File: config.mk
export PLATFORM = sky130hd
export DESIGN_NAME = qsn_cyclic_shift_pipe
export DESIGN_NICKNAME = d
export VERILOG_FILES = /design/src/rtl/qsn_cyclic_shift_pipe.sv
export SDC_FILE = /design/constraint.sdc
export NUM_CORES = 1
export LEC_CHECK = 0
export ABC_AREA = 1
export ABC_CLOCK_PERIOD_IN_PS = 6300
export CORE_UTILIZATION = 25
export CTS_CLUSTER_DIAMETER = 50
export DETAILED_ROUTE_END_ITERATION = 6
export SLEW_MARGIN = 15
export SYNTH_ARGS = -nofsm -noshare
export SYNTH_HDL_FRONTEND = slang
export SYNTH_SLANG_ARGS = --single-unit
File: constraint.sdc
create_clock -name sys_clk -period 6.3 [get_ports sys_clk]
set_clock_uncertainty 0.2 [all_clocks]
set_input_delay 0.63 -clock sys_clk [delete_from_list [all_inputs] [get_ports sys_clk]]
set_output_delay 0.63 -clock sys_clk [all_outputs]
set_load 0.05 [all_outputs]
File: src/rtl/qsn_cyclic_shift_pipe.sv
// qsn_cyclic_shift_pipe: three-stage quasi-cyclic shift network (left/right split then merge) with valid/ready flow control.
module qsn_cyclic_shift_pipe #(
  parameter int LANES   = 8,
  parameter int MSG_W   = 4,
  parameter int SHIFT_W = 3
) (
  input  logic                     sys_clk,
  input  logic                     rst,
  input  logic                     in_valid,
  output logic                     in_ready,
  input  logic [LANES*MSG_W-1:0]   data_in,
  input  logic [SHIFT_W-1:0]       shift_amt,
  input  logic [SHIFT_W:0]         z_size,
  input  logic                     dir,
  output logic                     out_valid,
  input  logic                     out_ready,
  output logic [LANES*MSG_W-1:0]   data_out,
  output logic                     cfg_err
);
  localparam int ZW = SHIFT_W + 1;
  typedef logic [LANES-1:0][MSG_W-1:0] vec_t;
  logic          stall, adv, in_err;
  logic [ZW-1:0] in_e, right_sel;
  vec_t          left_n, right_n, merge_n;
  logic          s1_v_q, s1_v_d, s1_err_q, s1_err_d;
  logic [ZW-1:0] s1_z_q, s1_z_d, s1_e_q, s1_e_d;
  vec_t          s1_data_q, s1_data_d;
  logic          s2_v_q, s2_v_d, s2_err_q, s2_err_d;
  logic [ZW-1:0] s2_z_q, s2_z_d, s2_mb_q, s2_mb_d;
  vec_t          s2_left_q, s2_left_d, s2_right_q, s2_right_d;
  logic          out_valid_q, out_valid_d, cfg_err_q, cfg_err_d;
  vec_t          data_out_q, data_out_d;
  // A down-rotate by s equals an up-rotate by Z-s, so both directions share one network.
  always_comb begin
    stall = out_valid_q && !out_ready;
    adv = !stall;
    in_err = z_size == '0 || z_size > ZW'(LANES) || {1'b0, shift_amt} >= z_size;
    in_e = (!dir || shift_amt == '0) ? {1'b0, shift_amt} : z_size - {1'b0, shift_amt};
    right_sel = s1_z_q - s1_e_q;
    left_n = '0;
    right_n = '0;
    merge_n = '0;
    for (int j = 0; j < LANES; j++)
      for (int k = 0; k < LANES; k++) begin
        if (k >= j && ZW'(k - j) == s1_e_q) left_n[j] = s1_data_q[k];
        if (k <= j && ZW'(j - k) == right_sel) right_n[j] = s1_data_q[k];
      end
    for (int j = 0; j < LANES; j++)
      if (!s2_err_q && ZW'(j) < s2_z_q) merge_n[j] = ZW'(j) < s2_mb_q ? s2_left_q[j] : s2_right_q[j];
    s1_v_d      = adv ? in_valid : s1_v_q;
    s1_data_d   = adv ? vec_t'(data_in) : s1_data_q;
    s1_z_d      = adv ? z_size : s1_z_q;
    s1_e_d      = adv ? in_e : s1_e_q;
    s1_err_d    = adv ? in_err : s1_err_q;
    s2_v_d      = adv ? s1_v_q : s2_v_q;
    s2_left_d   = adv ? left_n : s2_left_q;
    s2_right_d  = adv ? right_n : s2_right_q;
    s2_z_d      = adv ? s1_z_q : s2_z_q;
    s2_mb_d     = adv ? right_sel : s2_mb_q;
    s2_err_d    = adv ? s1_err_q : s2_err_q;
    out_valid_d = adv ? s2_v_q : out_valid_q;
    data_out_d  = adv ? merge_n : data_out_q;
    cfg_err_d   = adv ? s2_err_q : cfg_err_q;
  end
  always_ff @(posedge sys_clk) begin
    if (rst) begin
      s1_v_q      <= 1'b0;
      s1_data_q   <= '0;
      s1_z_q      <= '0;
      s1_e_q      <= '0;
      s1_err_q    <= 1'b0;
      s2_v_q      <= 1'b0;
      s2_left_q   <= '0;
      s2_right_q  <= '0;
      s2_z_q      <= '0;
      s2_mb_q     <= '0;
      s2_err_q    <= 1'b0;
      out_valid_q <= 1'b0;
      data_out_q  <= '0;
      cfg_err_q   <= 1'b0;
    end else begin
      s1_v_q      <= s1_v_d;
      s1_data_q   <= s1_data_d;
      s1_z_q      <= s1_z_d;
      s1_e_q      <= s1_e_d;
      s1_err_q    <= s1_err_d;
      s2_v_q      <= s2_v_d;
      s2_left_q   <= s2_left_d;
      s2_right_q  <= s2_right_d;
      s2_z_q      <= s2_z_d;
      s2_mb_q     <= s2_mb_d;
      s2_err_q    <= s2_err_d;
      out_valid_q <= out_valid_d;
      data_out_q  <= data_out_d;
      cfg_err_q   <= cfg_err_d;
    end
  end
  assign in_ready  = !stall;
  assign out_valid = out_valid_q;
  assign data_out  = data_out_q;
  assign cfg_err   = cfg_err_q;
endmodule
==> run_results.csv <==
group,metric,value,unit
status,run_status,"finished clean",
worst_hold_path,hold_start,"data_out[14]",
logic_synthesis,synth-simple-area-share,22.01,%
grt,grt_pass1_vias,7508,
grt,grt_overflow_total,0,
power_and_ir_drop,swShare,34.78,%
sta,whs,0.2631,ns
floorplanning,initial_utilization,25.44,%
clock_tree,cts_resized,0,
finish,fill_cells,3382,
floorplanning,ios,79,
logic_synthesis,ys_seq_elements,150,
power_and_ir_drop,power_frac_seq,41.0,%
place,io_buffers,78,
floorplanning,core_area,0.03059,mm2
finish,nNetsFinal,1212,
clock_tree,post_cts_buffers,0,
critical_path,rr_worst_depth,11,
route,drtAntennaViolNets,0,
place,place_congestion,0.9371,
worst_hold_path,worstHoldPathType,"register to register",
critical_path,cp-end-kind,"primary output",
finish,syn_to_final_growth,20.05,%
power_and_ir_drop,pwr-share-clk,37.1,%
grt,grt_usage,17.61,%
sta,min_period,3.520,ns
clock_tree,cts_sinks,150,
route,drc,0,
sta,worstMarginPinSlew,1.051,ns
place,placed_cell_area,0.008787,mm2
power_and_ir_drop,p_int,1707,uW
clock_tree,htreeDepth,4,
route,drt-total-wl,27.51,mm
floorplanning,die_w,178.4,um
grt,grt_max_degree,89,
clock_tree,clk_latency,0.44,ns
clock_tree,clockBufferDepth,2,
power_and_ir_drop,pwr-share-comb,21.8,%
critical_path,critPathArrivalTime,2.69,ns
logic_synthesis,synth_compound_area_share,26.32,%
power_and_ir_drop,p_total,2617,uW
critical_path,r2r-end,"s2_right_q[28]",
clock_tree,cts_root_buf,"clkbuf_16",
power_and_ir_drop,leakagePower,0.003629,uW
route,dr.pass1.iters,6,
clock_tree,cts_tree,"built",
critical_path,required,5.47,ns
logic_synthesis,ys_warn_count,0,
sta,rsz0062_at_grt,"no",
logic_synthesis,synth_ff_type,"dfxtp_1",
clock_tree,cts_buffers,17,
critical_path,start_kind,"input port",
critical_path,crit_type,"input port to primary output",
critical_path,reg2reg_slack,2.85,ns
route,wl_per_cell,17.53,um
logic_synthesis,synth.largest_area_cell,"dfxtp_1",
logic_synthesis,async_flop_share,0,%
route,vias,8145,
sta,finalSetupViolCount,0,
sta,fin_crit_sh,55.87,%
power_and_ir_drop,p_per_area,280.1,mW/mm2
finish,fin_area,0.009341,mm2
power_and_ir_drop,p_switching,910.1,uW
floorplanning,die-area,0.03183,mm2
worst_hold_path,min_to,"data_out[14]",
logic_synthesis,netlist-cell-type-count,39,
place,dp_slack,2.774,ns
floorplanning,die_h,178.4,um
critical_path,cp_max_fo,49,
clock_tree,clk_pin_slew,0.07,ns
logic_synthesis,ys_top_cells_by_area,"dfxtp_1 39%, nand2_1 9.1%, o21ai_0 8.9%",
grt,grt_pass1_wl,43.13,mm
logic_synthesis,synth_area,0.007781,mm2
logic_synthesis,synth_xor_area_share,0.3216,%
sta,clock.fmax,0.2841,GHz
logic_synthesis,synth_most_common_cell,"nand2_1",
critical_path,r2r_start,"s1_e_q[0]",
logic_synthesis,synth_top_family_by_area,"compound AO/OA/AOI/OAI gates",
logic_synthesis,syn_nets,1177,
finish,diodes,0,
grt,antenna_found_initial,1,
route,vias_per_cell,5.191,
logic_synthesis,avgSynthCellArea,6.917,um2
logic_synthesis,synth_common_cells,"189 x nand2_1, 150 x dfxtp_1, 138 x o21ai_0, 126 x inv_1, 126 x nor2_1",
worst_hold_path,hold_depth,2,
logic_synthesis,synth_top_cell_area_share,38.59,%
floorplanning,floorplan.rows,64,
sta,hold_viol,0,
clock_tree,cts_hold_buffers,0,
logic_synthesis,synth_edf_count,0,
sta,slew_violations,0,
finish,drive_above_1_share,5.712,%
route,drt_iter0_drc,890,
logic_synthesis,synthCells,1125,
job,maxCapViolCount,0,
power_and_ir_drop,vdd_drop_max,0.0001246,V
logic_synthesis,synth-seq-area-share,38.59,%
sta,setup_tns,0,ns
sta,setup_slack,2.780,ns
logic_synthesis,synthMuxAreaShare,1.013,%
sta,slew-limit-headroom,29.95,%
place,dp_hpwl,20.12,mm
logic_synthesis,synth-adder-area-share,1.479,%
flip-flops by register name, summed over array words and instances, names as in the netlist:
| name | count |
|---|---|
| data_out | 32 |
| s1_v_q | 1 |
| s2_v_q | 1 |
| s2_z_q | 4 |
| s1_data_q | 32 |
| out_valid | 1 |
| s2_err_q | 1 |
| cfg_err | 1 |
| s2_left_q | 32 |
| s1_z_q | 4 |
| s2_right_q | 32 |
| s2_mb_q | 4 |
| s1_e_q | 4 |
| s1_err_q | 1 |
worst max path at each step:
stage | endpoint | startpoint | slack (ns) | depth (start not counted)
5_1_grt | s2_right_q[6] | s1_e_q[0] | 2.63 | 11
2_1_floorplan | in_ready | out_ready | 3.67 | 5
6_report | in_ready | out_ready | 2.78 | 4
3_3_place_gp | in_ready | out_ready | 2.78 | 4
3_5_place_dp | s2_left_q[14] | out_ready | 2.77 | 7
4_1_cts | in_ready | out_ready | 2.79 | 4
per-stage QoR:
step	utilization, %	std cells
6_report	30.54	1569
5_1_grt	30.54	1569
4_1_cts	30.54	1569
3_5_place_dp	28.73	1537
3_3_place_gp	28.73	1537
2_1_floorplan	-	1125
worst max-delay path: stages:
cell	delay [ns]
clkdlybuf4s50_1	0.50
nor2_4	0.05
inv_2	0.54
clkdlybuf4s50_1	0.94
cells by family (layout without fill, tap and decap cells):
| family | count (synthesis) | after routing |
|---|---|---|
| AOI/OAI and AO/OA | 367 | 367 |
| xor gates and xnor gates | 2 | 2 |
| adders and majority gates | 8 | 8 |
| and+or+nand+nor | 394 | 394 |
| buffers and inverters | 197 | 245 |
| muxes | 7 | 7 |
| DFF | 150 | 150 |
power by group through the flow:
| stage | clock [uW] | sequential [uW] | combinational (uW) |
|---|---|---|---|
| global route | 1020 | 1080 | 622 |
| detailed placement | 0 | 1090 | 560 |
| global placement | 0 | 1090 | 556 |
| finish | 972 | 1070 | 571 |
| floorplan | 0 | 1090 | 369 |
| CTS | 979 | 1070 | 562 |
cell type report:
class / count / area (um2) / share of cell area, %
Multi-Input combinational cell: 778 / 3988 / 42.69
Sequential cell: 150 / 3003 / 32.15
Timing Repair Buffer: 83 / 813.3 / 8.706
Tap cell: 396 / 495.5 / 5.304
Inverter: 130 / 488.0 / 5.224
Clock buffer: 18 / 439.2 / 4.701
Clock inverter: 14 / 115.1 / 1.232
metal layers:
metal,part of all wire [%],vias to the layer above,track usage [%]
li1,-,3892,-
met1,46,3769,24.92
met2,43,420,26.11
met3,8.7,62,3.623
met4,2.6,2,6.285
met5,0.047,-,0
placed cells by master (no fill, tap or decap), types with 3 or more instances in the layout:
cell and count:
inv_1 124, nor4_1 4, o31ai_1 5, nand3_4 3, nand3_1 26, o211ai_1 17
nand4_1 33, clkbuf_16 17, a21oi_1 125, inv_6 4, o21ai_1 4, inv_2 6
nand2_1 189, clkinvlp_4 4, buf_4 5, o22ai_1 43, dfxtp_1 150, clkdlybuf4s50_1 77
nor3_1 5, nor2_1 125, a211oi_1 7, mux2_2 7, o221ai_1 6, a22oi_1 14
o21ai_0 138, ha_1 6, nor2_4 4
No activity file was read; power rests on OpenSTA's default activity.
